## config.mk

```make
export PLATFORM = sky130hd
export DESIGN_NAME = cpu_mem_ctrl
export DESIGN_NICKNAME = d
export VERILOG_FILES = /design/src/rtl/mem_map_pkg.sv /design/src/rtl/tx_fifo.sv /design/src/rtl/cpu_mem_ctrl.sv
export SDC_FILE = /design/constraint.sdc
export NUM_CORES = 1
export LEC_CHECK = 0
export CAP_MARGIN = 20
export CORE_ASPECT_RATIO = 0.75
export CORE_MARGIN = 2
export CORE_UTILIZATION = 50
export DETAILED_ROUTE_END_ITERATION = 7
export PLACE_DENSITY = 0.75
export SLEW_MARGIN = 20
export SYNTH_ARGS = -nofsm -noshare
export SYNTH_HDL_FRONTEND = slang
export SYNTH_SLANG_ARGS = --single-unit
export TNS_END_PERCENT = 20
```

## constraint.sdc

```tcl
create_clock -name clk -period 4 [get_ports clk]
set_clock_uncertainty 0.2 [all_clocks]
set_input_delay 0.8 -clock clk [delete_from_list [all_inputs] [get_ports clk]]
set_output_delay 0.8 -clock clk [all_outputs]
set_load 0.005 [all_outputs]
```

## src/rtl/mem_map_pkg.sv

```systemverilog
`default_nettype none
// ============================================================================
//  Module      : mem_map_pkg
//  Description : Shared MMIO address map, TCTRL/TXSTAT bit positions, the
//                read-return region select type and the TX FIFO depth default
//                used by cpu_mem_ctrl and its sub-modules.
//  Ports       : none (package)
//  Revision    : 1.0 - initial release
// ============================================================================
package mem_map_pkg;

  localparam int TX_DEPTH_DEFAULT = 4;

  // MMIO register byte addresses (bit 0 is ignored when decoding)
  localparam logic [15:0] ADDR_LED    = 16'h8000;
  localparam logic [15:0] ADDR_SW     = 16'h8002;
  localparam logic [15:0] ADDR_TCOUNT = 16'h8004;
  localparam logic [15:0] ADDR_TCMP   = 16'h8006;
  localparam logic [15:0] ADDR_TCTRL  = 16'h8008;
  localparam logic [15:0] ADDR_TXDATA = 16'h800A;
  localparam logic [15:0] ADDR_TXSTAT = 16'h800C;

  // TCTRL bit positions
  localparam int TCTRL_EN_BIT  = 0;
  localparam int TCTRL_IRQ_BIT = 1;

  // TXSTAT bit positions
  localparam int TXSTAT_FULL_BIT  = 0;
  localparam int TXSTAT_EMPTY_BIT = 1;
  localparam int TXSTAT_OVF_BIT   = 2;
  localparam int TXSTAT_CNT_LSB   = 4;
  localparam int TXSTAT_CNT_MSB   = 8;

  // Which source drives the CPU read data one cycle after a read
  typedef enum logic {
    RD_SEL_MMIO = 1'b0,
    RD_SEL_RAM  = 1'b1
  } rd_sel_e;

  // Word-address compare: callers pass address bits [15:1] only
  function automatic logic addr_hit(input logic [14:0] word_addr,
                                    input logic [14:0] reg_word_addr);
    return word_addr == reg_word_addr;
  endfunction

endpackage
`default_nettype wire

```

## src/rtl/tx_fifo.sv

```systemverilog
`default_nettype none
// ============================================================================
//  Module      : tx_fifo
//  Description : Synchronous FIFO for the TX stream. Head is presented on
//                o_data with o_valid; no push-to-output bypass. A push is
//                accepted when not full, or when full with a concurrent pop.
//  Ports       : clk, reset (async active-low)
//                i_push/i_data  - write side
//                i_pop          - read side (ignored when empty)
//                o_data/o_valid - FIFO head
//                o_full/o_empty/o_count - occupancy status
//  Revision    : 1.0 - initial release
// ============================================================================
module tx_fifo #(
  parameter int DEPTH = 4,
  parameter int WIDTH = 16
) (
  input  logic                     clk,
  input  logic                     reset,
  input  logic                     i_push,
  input  logic [WIDTH-1:0]         i_data,
  input  logic                     i_pop,
  output logic [WIDTH-1:0]         o_data,
  output logic                     o_valid,
  output logic                     o_full,
  output logic                     o_empty,
  output logic [$clog2(DEPTH):0]   o_count
);

  localparam int AW = $clog2(DEPTH);
  localparam int CW = AW + 1;

  logic [WIDTH-1:0] mem_q [DEPTH];
  logic [AW-1:0]    wr_ptr_q;
  logic [AW-1:0]    rd_ptr_q;
  logic [CW-1:0]    count_q;

  logic w_full;
  logic w_empty;
  logic w_pop;
  logic w_push;

  assign w_empty = (count_q == '0);
  assign w_full  = (count_q == CW'(DEPTH));
  assign w_pop   = i_pop & ~w_empty;
  // A pop in the same cycle frees the slot the push needs
  assign w_push  = i_push & (~w_full | w_pop);

  // Storage carries no reset; the pointers alone define valid contents
  always_ff @(posedge clk) begin
    if (w_push) begin
      mem_q[wr_ptr_q] <= i_data;
    end
  end

  always_ff @(posedge clk or negedge reset) begin
    if (!reset) begin
      wr_ptr_q <= '0;
      rd_ptr_q <= '0;
      count_q  <= '0;
    end else begin
      if (w_push) wr_ptr_q <= wr_ptr_q + AW'(1);
      if (w_pop)  rd_ptr_q <= rd_ptr_q + AW'(1);
      case ({w_push, w_pop})
        2'b10:   count_q <= count_q + CW'(1);
        2'b01:   count_q <= count_q - CW'(1);
        default: count_q <= count_q;
      endcase
    end
  end

  assign o_data  = mem_q[rd_ptr_q];
  assign o_valid = ~w_empty;
  assign o_full  = w_full;
  assign o_empty = w_empty;
  assign o_count = count_q;

endmodule
`default_nettype wire

```

## src/rtl/cpu_mem_ctrl.sv

```systemverilog
`default_nettype none
// ============================================================================
//  Module      : cpu_mem_ctrl
//  Description : CPU memory controller. Lower 32 KiB passes through to a
//                synchronous RAM; upper half is an MMIO block with LED,
//                switch input, compare-match timer with IRQ and a TX FIFO.
//                All reads return data exactly one cycle after the strobe.
//  Ports       : clk, reset (async active-low)
//                i_mem_*  / o_mem_rddata  - CPU bus
//                o_ram_*  / i_ram_rddata  - synchronous RAM
//                i_sw, o_led              - switches / LED register
//                o_tx_data/o_tx_valid/i_tx_ready - TX valid/ready stream
//                o_irq                    - timer interrupt flag
//  Revision    : 1.0 - initial release
// ============================================================================
module cpu_mem_ctrl
  import mem_map_pkg::*;
#(
  parameter int TX_DEPTH = TX_DEPTH_DEFAULT
) (
  input  logic        clk,
  input  logic        reset,
  input  logic [15:0] i_mem_addr,
  input  logic        i_mem_rd,
  input  logic        i_mem_wr,
  input  logic [15:0] i_mem_wrdata,
  output logic [15:0] o_mem_rddata,
  output logic [14:0] o_ram_addr,
  output logic        o_ram_rd,
  output logic        o_ram_wr,
  output logic [15:0] o_ram_wrdata,
  input  logic [15:0] i_ram_rddata,
  input  logic [7:0]  i_sw,
  output logic [7:0]  o_led,
  output logic [15:0] o_tx_data,
  output logic        o_tx_valid,
  input  logic        i_tx_ready,
  output logic        o_irq
);

  localparam int CW    = $clog2(TX_DEPTH) + 1;
  localparam int CNT_W = TXSTAT_CNT_MSB - TXSTAT_CNT_LSB + 1;

  // Registers
  logic [7:0]  led_q,    led_d;
  logic [7:0]  sw_meta_q;
  logic [7:0]  sw_sync_q;
  logic [15:0] tcount_q, tcount_d;
  logic [15:0] tcmp_q,   tcmp_d;
  logic        ten_q,    ten_d;
  logic        irq_q,    irq_d;
  logic        ovf_q,    ovf_d;
  rd_sel_e     rd_sel_q, rd_sel_d;
  logic [15:0] rddata_q, rddata_d;

  // Decode
  logic        w_mmio;
  logic        w_rd_mmio;
  logic        w_wr_mmio;
  logic [14:0] w_word;
  logic        w_wr_led, w_wr_tcmp, w_wr_tctrl, w_wr_txdata, w_wr_txstat;
  logic [15:0] w_mmio_rd;

  // FIFO status
  logic          w_fifo_full;
  logic          w_fifo_empty;
  logic [CW-1:0] w_fifo_count;
  logic          w_pop;
  logic          w_drop;
  logic          w_unused_ok;

  assign w_word    = i_mem_addr[15:1];
  assign w_mmio    = i_mem_addr[15];
  assign w_rd_mmio = i_mem_rd & w_mmio;
  assign w_wr_mmio = i_mem_wr & w_mmio;

  assign w_wr_led    = w_wr_mmio & addr_hit(w_word, ADDR_LED[15:1]);
  assign w_wr_tcmp   = w_wr_mmio & addr_hit(w_word, ADDR_TCMP[15:1]);
  assign w_wr_tctrl  = w_wr_mmio & addr_hit(w_word, ADDR_TCTRL[15:1]);
  assign w_wr_txdata = w_wr_mmio & addr_hit(w_word, ADDR_TXDATA[15:1]);
  assign w_wr_txstat = w_wr_mmio & addr_hit(w_word, ADDR_TXSTAT[15:1]);

  // Byte lane bit is meaningless on a 16-bit word bus
  assign w_unused_ok = &{1'b1, i_mem_addr[0]};

  // RAM pass-through
  assign o_ram_addr   = i_mem_addr[15:1];
  assign o_ram_rd     = i_mem_rd & ~w_mmio;
  assign o_ram_wr     = i_mem_wr & ~w_mmio;
  assign o_ram_wrdata = i_mem_wrdata;

  // TX FIFO
  assign w_pop  = o_tx_valid & i_tx_ready;
  assign w_drop = w_wr_txdata & w_fifo_full & ~w_pop;

  tx_fifo #(
    .DEPTH (TX_DEPTH),
    .WIDTH (16)
  ) u_tx_fifo (
    .clk     (clk),
    .reset   (reset),
    .i_push  (w_wr_txdata),
    .i_data  (i_mem_wrdata),
    .i_pop   (w_pop),
    .o_data  (o_tx_data),
    .o_valid (o_tx_valid),
    .o_full  (w_fifo_full),
    .o_empty (w_fifo_empty),
    .o_count (w_fifo_count)
  );

  // MMIO read mux, built from current (pre-write) register values
  always_comb begin
    w_mmio_rd = 16'h0000;
    if (addr_hit(w_word, ADDR_LED[15:1])) begin
      w_mmio_rd = {8'h00, led_q};
    end else if (addr_hit(w_word, ADDR_SW[15:1])) begin
      w_mmio_rd = {8'h00, sw_sync_q};
    end else if (addr_hit(w_word, ADDR_TCOUNT[15:1])) begin
      w_mmio_rd = tcount_q;
    end else if (addr_hit(w_word, ADDR_TCMP[15:1])) begin
      w_mmio_rd = tcmp_q;
    end else if (addr_hit(w_word, ADDR_TCTRL[15:1])) begin
      w_mmio_rd[TCTRL_EN_BIT]  = ten_q;
      w_mmio_rd[TCTRL_IRQ_BIT] = irq_q;
    end else if (addr_hit(w_word, ADDR_TXSTAT[15:1])) begin
      w_mmio_rd[TXSTAT_FULL_BIT]  = w_fifo_full;
      w_mmio_rd[TXSTAT_EMPTY_BIT] = w_fifo_empty;
      w_mmio_rd[TXSTAT_OVF_BIT]   = ovf_q;
      w_mmio_rd[TXSTAT_CNT_MSB:TXSTAT_CNT_LSB] = CNT_W'(w_fifo_count);
    end
  end

  // Next-state logic
  always_comb begin
    led_d    = led_q;
    tcount_d = tcount_q;
    tcmp_d   = tcmp_q;
    ten_d    = ten_q;
    irq_d    = irq_q;
    ovf_d    = ovf_q;
    rd_sel_d = (i_mem_rd & ~w_mmio) ? RD_SEL_RAM : RD_SEL_MMIO;
    rddata_d = w_rd_mmio ? w_mmio_rd : 16'h0000;

    if (w_wr_led)   led_d  = i_mem_wrdata[7:0];
    if (w_wr_tcmp)  tcmp_d = i_mem_wrdata;
    if (w_wr_tctrl) begin
      ten_d = i_mem_wrdata[TCTRL_EN_BIT];
      if (i_mem_wrdata[TCTRL_IRQ_BIT]) irq_d = 1'b0;
    end

    // Timer: assigned after the clear so a same-cycle match wins
    if (ten_q) begin
      if (tcount_q == tcmp_q) begin
        tcount_d = 16'h0000;
        irq_d    = 1'b1;
      end else begin
        tcount_d = tcount_q + 16'd1;
      end
    end

    if (w_wr_txstat & i_mem_wrdata[TXSTAT_OVF_BIT]) ovf_d = 1'b0;
    if (w_drop) ovf_d = 1'b1;
  end

  always_ff @(posedge clk or negedge reset) begin
    if (!reset) begin
      led_q     <= 8'h00;
      sw_meta_q <= 8'h00;
      sw_sync_q <= 8'h00;
      tcount_q  <= 16'h0000;
      tcmp_q    <= 16'hFFFF;
      ten_q     <= 1'b0;
      irq_q     <= 1'b0;
      ovf_q     <= 1'b0;
      rd_sel_q  <= RD_SEL_MMIO;
      rddata_q  <= 16'h0000;
    end else begin
      led_q     <= led_d;
      sw_meta_q <= i_sw;
      sw_sync_q <= sw_meta_q;
      tcount_q  <= tcount_d;
      tcmp_q    <= tcmp_d;
      ten_q     <= ten_d;
      irq_q     <= irq_d;
      ovf_q     <= ovf_d;
      rd_sel_q  <= rd_sel_d;
      rddata_q  <= rddata_d;
    end
  end

  // Idle select is MMIO with zero data, so the bus reads 0 out of reset
  assign o_mem_rddata = (rd_sel_q == RD_SEL_RAM) ? i_ram_rddata : rddata_q;
  assign o_led        = led_q;
  assign o_irq        = irq_q;

endmodule
`default_nettype wire

```

==> metrics.md, run 1 <==
| Metric | Value |
|---|---|
| Ys async rst share | `56.46%` |
| Critical Path, Cell by Cell | `clkdlybuf4s50_1, or4b_2, nor4_1, o2111a_1, inv_1, ha_1, inv_1, fa_1, xor2_1, nor2_1, xor2_1` |
| Worst Setup Slack, final | `0.5028 ns` |
| Largest area contributor in the netlist | `edfxtp_1` |
| Fillers | `909` |
| Detailed-route via count | `4331` |
| Depth of the CTS H-tree | `4` |
| Initial antenna violation count | `0` |
| CTS Hold Buffers Added | `0` |
| Worst path slowest cell | `or4b_2` |
| Total die area | `14430 um2` |
| R2R cell count | `5` |
| Synth area leaders | `edfxtp_1, dfrtp_1, dfstp_2, mux4_2, mux2_2` |
| Synthesis Warnings | `0` |
| Clock period minus worst slack | `3.497 ns` |
| Post-route DRC violation count | `0` |
| CTS tree | `done` |
| Sequential-to-total area share from yosys stat | `59.66%` |
| Area Growth Syn to Fin | `29.66%` |
| Worst-path clk slew | `0.06 ns` |
| CTS buffer count | `17` |
| Post-synth EDFFs | `64` |
| Multi-input logic area | `2352 um2` |
| First-pass GRT wire length | `24020 um` |
| Syn_area_per_cell | `13.89 um2` |
| Pwr per Cell Area | `450.5 nW/um2` |
| Die W | `138.0 um` |
| Total track usage | `21.72%` |
| Worst skew pair latency | `0.42 ns` |
| GPL Wtd Cong | `0.9171` |
| Vias per cell | `5.475` |
| Setup_tns | `0 ns` |
| Crit path kind | `input pin to flip-flop` |
| CP startpoint | `i_mem_addr[11]` |
| Status | `finished, final reports clean` |
| Syn Nets | `553` |
| Pleak | `3.388 nW` |
| Crit-path max FO | `3` |
| Fin. max-slew vios | `0` |
| DR pass1 iterations | `4` |
| Worst setup path endpoint | `u_tx_fifo.o_count[2]` |
| Mapped cell area | `6736 um2` |
| Crit start category | `input pin` |
| Worst hold slack | `0.1492 ns` |
| Register area | `4019 um2` |
| Worst Path Buf+Inv | `3` |
| Final WL | `15330 um` |
| Main synth FF type | `dfrtp_1` |
| Final net count | `675` |
| Vias in the first global route | `4357` |
| Clk root buf | `clkbuf_16` |
| Peak supply drop | `0.3148 mV` |
| Post-route antenna net violation count | `0` |
| Finished Cell Area | `8735 um2` |
| I/O pin total | `136` |
| Clk sinks | `147` |
| Hold depth | `0` |
| Worst Path Required | `4.10 ns` |
| Layout cells sized above 1 | `21.45%` |
| CORE AREA | `13060 um2` |
| Yosys top cell area share | `28.53%` |
| Worst rel slew slack | `44.85%` |
| Die height | `104.5 um` |
| Antenna diodes | `0` |
| Routed WL per cell | `19.38 um` |
| Worst slew pin tran | `0.8272 ns` |
| R2r setup slk | `1.41 ns` |
| Reg2reg start | `tcmp_q[14]` |
| Critical path capture point type | `flip-flop` |
| WP depth | `11` |
| Commonest non-fill, non-tap cell in the layout | `clkdlybuf4s50_1` |
| MaxCap Viol Count | `0` |
| Period utilisation layout | `87.43%` |
| Post-CTS Setup Bufs | `0` |
| Count of different cell masters after synthesis | `51` |
| Clock buffer depth | `2` |
| Starting Density | `51.57%` |
| Final Hold Viols | `0` |
| Flops & latches, synth | `147` |
| Most frequent cells in the layout | `clkdlybuf4s50_1, dfrtp_1, edfxtp_1` |
| Crit path max-delay family | `simple AND/OR/NAND/NOR gates` |
| RSZ-0062 raised after global routing | `no` |
| Placed inst area | `8147 um2` |
| Data arrival time of the worst path | `3.60 ns` |
| Cts repair resizes | `0` |
| Cell count after synthesis | `485` |
| GRT Residual Overflow | `0` |
| CP peak stage delay | `0.71 ns` |
| HPWL Detailed | `11000 um` |
| DRT iter0 DRCs | `280` |
| R2r endpoint | `tcount_q[12]` |
| Worst hold-check path type | `flip-flop to flip-flop` |
| Largest net degree at the start of global routing | `84` |
| Setup WS pre-CTS | `0.05343 ns` |
| Port-buffer cells | `134` |
| Num rows | `36` |
| Setup violations, final | `0` |
| Max Fclk | `285.9 MHz` |
## flip-flops by register name, summed over array words and instances, names as in the netlist
name,flops
o_irq,1
o_led,8
ovf_q,1
rd_sel_q,1
rddata_q,16
sw_meta_q,8
sw_sync_q,8
tcmp_q,16
tcount_q,16
ten_q,1
u_tx_fifo.mem_q,64
u_tx_fifo.o_count,3
u_tx_fifo.rd_ptr_q,2
u_tx_fifo.wr_ptr_q,2
## how the worst min path moves through the flow
stage	startpoint	slack (ns)	end
floorplan	sw_meta_q[0]	0.13	sw_sync_q[0]
global placement	sw_meta_q[7]	0.13	sw_sync_q[7]
detailed placement	sw_meta_q[7]	0.14	sw_sync_q[7]
CTS	sw_meta_q[2]	0.15	sw_sync_q[2]
global route	sw_meta_q[6]	0.15	sw_sync_q[6]
finish	sw_meta_q[4]	0.15	sw_sync_q[4]
## cells by family after synthesis
logic type / count (synthesis) / synth area share, %
adders and majority gates: 7 / 1.412
and+or+nand+nor: 131 / 10.79
muxes: 63 / 14.04
xor gates and xnor gates: 33 / 4.291
buffers and inverters: 61 / 5.423
AOI/OAI and AO/OA: 43 / 4.383
DFF: 147 / 59.66
## cell usage after synthesis, types with 7 or more instances
library cell and instances:
dfrtp_1 67, edfxtp_1 64, nor2_1 38, mux2_2 32
buf_4 31, xnor2_1 30, mux4_2 18, nand2_1 18
dfstp_2 16, inv_1 14, a21oi_1 13, nor3_1 12
mux2_4 10, clkbuf_1 9, nand4_1 9, a22oi_1 8
nand3_1 8, and2_1 7, nor4_1 7
## report_power, final
part,switching (mW),internal (mW)
Combinational,0.249,0.434
Clock,0.618,0.938
Sequential,0.0819,1.61
## area by class of cell
class / instances / area share (%)
multi-input combinational: 277 / 26.93
sequential: 147 / 46.01
clock buffer: 23 / 5.644
clock inverter: 9 / 1.046
inverter: 14 / 0.6016
tap: 171 / 2.450
timing repair buffer: 150 / 17.32
## per-stage QoR
stage	cells	util [%]	power, mW
2_1_floorplan	485	-	2.042
3_3_place_gp	759	62.37	2.406
3_5_place_dp	759	62.37	2.421
4_1_cts	791	66.84	3.975
5_1_grt	791	66.87	4.081
6_report	791	66.87	3.935
## metal layers
layer | wire, um | track usage, %
met2 | 7129 | 33.03
met3 | 1196 | 7.136
met1 | 6925 | 30.82
met5 | 0 | 0
met4 | 81 | 4.592
Note: power is estimated with default switching activity, not from simulation.
==> inputs of run 2 (changes only) <==
Settings changed: SKIP_CTS_REPAIR_TIMING from default to 1.
==> results of run 2 <==
Final layout, timing and power as in run 1 (identical DEF).
==> inputs of run 3 (changes only) <==
Settings changed: CORE_UTILIZATION 50 to 56, PLACE_DENSITY 0.75 to 0.83.
==> metrics.md, run 3 (synthesis results as in run 1) <==
| Metric | Value |
|---|---|
| Area Growth Syn to Fin | `29.68% (about the same)` |
| Worst skew pair latency | `0.42 ns (about the same)` |
| Period utilisation layout | `86.65% (-0.78 points)` |
| Depth of the CTS H-tree | `4 (unchanged)` |
| Max reg flops | `64 (unchanged)` |
| Fin. max-slew vios | `0 (unchanged)` |
| Worst hold-check path type | `flip-flop to flip-flop` |
| Initial antenna violation count | `0 (unchanged)` |
| Status | `finished, final reports clean` |
| Worst Path Required | `4.11 ns (about the same)` |
| Pleak | `3.396 nW (+0.23%)` |
| Antenna diodes | `0 (unchanged)` |
| Total die area | `12930 um2 (-10%)` |
| Setup_tns | `0 ns (unchanged)` |
| I/O pin total | `136 (unchanged)` |
| Clock period minus worst slack | `3.466 ns (-0.03127 ns)` |
| Final Hold Viols | `0 (unchanged)` |
| Clk root buf | `clkbuf_16` |
| Die W | `130.6 um (-5.4%)` |
| Crit-path max FO | `3 (unchanged)` |
| First-pass GRT wire length | `24290 um (+1.1%)` |
| Layout cells sized above 1 | `21.29% (-0.16 points)` |
| Most frequent cells in the layout | `clkdlybuf4s50_1, dfrtp_1, edfxtp_1` |
| CTS buffer count | `17 (unchanged)` |
| Worst slew pin tran | `0.9203 ns (+0.09305 ns)` |
| Vias in the first global route | `4578 (+5.1%)` |
| Post-route antenna net violation count | `0 (unchanged)` |
| Clk sinks | `147 (unchanged)` |
| CORE AREA | `11660 um2 (-11%)` |
| Largest net degree at the start of global routing | `84 (unchanged)` |
| DR pass1 iterations | `5 (+1)` |
| Routed WL per cell | `19.96 um (+3.0%)` |
| HPWL Detailed | `10620 um (-3.5%)` |
| Data arrival time of the worst path | `3.57 ns (-0.03 ns)` |
| Pwr per Cell Area | `453.8 nW/um2 (+0.73%)` |
| Setup violations, final | `0 (unchanged)` |
| Vias per cell | `5.794 (+5.8%)` |
| CTS tree | `done` |
| GRT Residual Overflow | `0 (unchanged)` |
| Peak supply drop | `0.3226 mV (+2.5%)` |
| Commonest non-fill, non-tap cell in the layout | `clkdlybuf4s50_1` |
| Hold_sp | `sw_meta_q[6]` |
| Post-route DRC violation count | `0 (unchanged)` |
| Final net count | `675 (unchanged)` |
| Clock buffer depth | `2 (unchanged)` |
| Overall Power | `3.964 mW (+0.74%)` |
| RSZ-0062 raised after global routing | `no` |
| MaxCap Viol Count | `0 (unchanged)` |
| Max Fclk | `288.5 MHz (+0.90%)` |
| Final WL | `15610 um (+1.8%)` |
| Num rows | `34 (-5.6%)` |
| Die height | `98.99 um (-5.3%)` |
| Worst-path clk slew | `0.06 ns (about the same)` |
| Crit start category | `input pin` |
| Fillers | `757 (-17%)` |
| Detailed-route via count | `4531 (+4.6%)` |
| Biggest register | `u_tx_fifo.mem_q` |
| Worst rel slew slack | `38.08% (-6.8 points)` |
| Crit path kind | `input pin to flip-flop` |
| Port-buffer cells | `134 (unchanged)` |
| Reg2reg start | `tcmp_q[6]` |
| GPL Wtd Cong | `0.8868 (-3.3%)` |
| Critical path capture point type | `flip-flop` |
| DRT iter0 DRCs | `457 (+63%)` |
| Total track usage | `25.35% (+3.6 points)` |
| Starting Density | `57.79% (+6.2 points)` |
| CP startpoint | `i_mem_addr[11]` |
-- run 3: cell count changes in the layout (fill, tap and decap cells not counted), sizes merged --
cell      change
clkinv        +3
clkinvlp      -1
inv           -4
clkbuf        +2
-- run 3: metal layers --
layer	global-route usage (%)	part of all wire (%)	vias up
li1	-	-	1993
met1	35.12	42	2311
met2	40.14	50	204
met3	5.700	6.5	23
met4	8.592	1.7	0
met5	0	0	-
-- run 3: layout make-up --
type | count | area [um2] | area share, %
clock buffer | 25 | 528.0 | 6.044
timing repair buffer | 150 | 1513 | 17.32
tap | 162 | 202.7 | 2.320
inverter | 14 | 52.55 | 0.6015
multi-input combinational | 277 | 2352 | 26.93
sequential | 147 | 4019 | 46.00
clock inverter | 7 | 68.82 | 0.7877
-- run 3: where the power goes --
| group | internal (mW) | leakage (nW) | total, mW | switching, mW |
|---|---|---|---|---|
| clock | 0.977 | 0.290 | 1.58 | 0.605 |
| sequential | 1.61 | 1.62 | 1.69 | 0.0710 |
| combinational | 0.437 | 1.49 | 0.697 | 0.260 |
| total | 3.03 | 3.40 | 3.96 | 0.935 |
-- run 3: path summary, 6_finish.rpt --
check,cells past startpoint,to,slack (ns)
max,11,u_tx_fifo.o_count[2],0.53
min,0,sw_sync_q[6],0.15
max reg2reg,5,tcount_q[14],1.26
min reg2reg,0,sw_sync_q[6],0.15
max in group asynchronous,1,o_led[4],2.87
min in group asynchronous,1,tcount_q[13],0.20
-- run 3: metrics by stage --
stage | hold WS [ns] | cells | instance area [um2] | setup slack (ns) | utilization [%]
floorplan | 0.1312 | 485 | 6736 | 0.6919 | -
global placement | 0.1317 | 750 | 8135 | 0.1051 | 69.79
detailed placement | 0.1347 | 750 | 8135 | 0.1192 | 69.79
CTS | 0.1484 | 782 | 8732 | 0.5625 | 74.91
global route | 0.1656 | 782 | 8736 | 0.4084 | 74.95
finish | 0.1480 | 782 | 8736 | 0.5341 | 74.95
-- run 3: critical path: stages --
cell and delay [ns]:
clkdlybuf4s50_1 0.47, or4b_2 0.71, nor4_1 0.43, o2111a_1 0.31, inv_1 0.06, ha_1 0.22, inv_1 0.07, fa_1 0.18
xor2_1 0.14, nor2_1 0.06, xor2_1 0.13
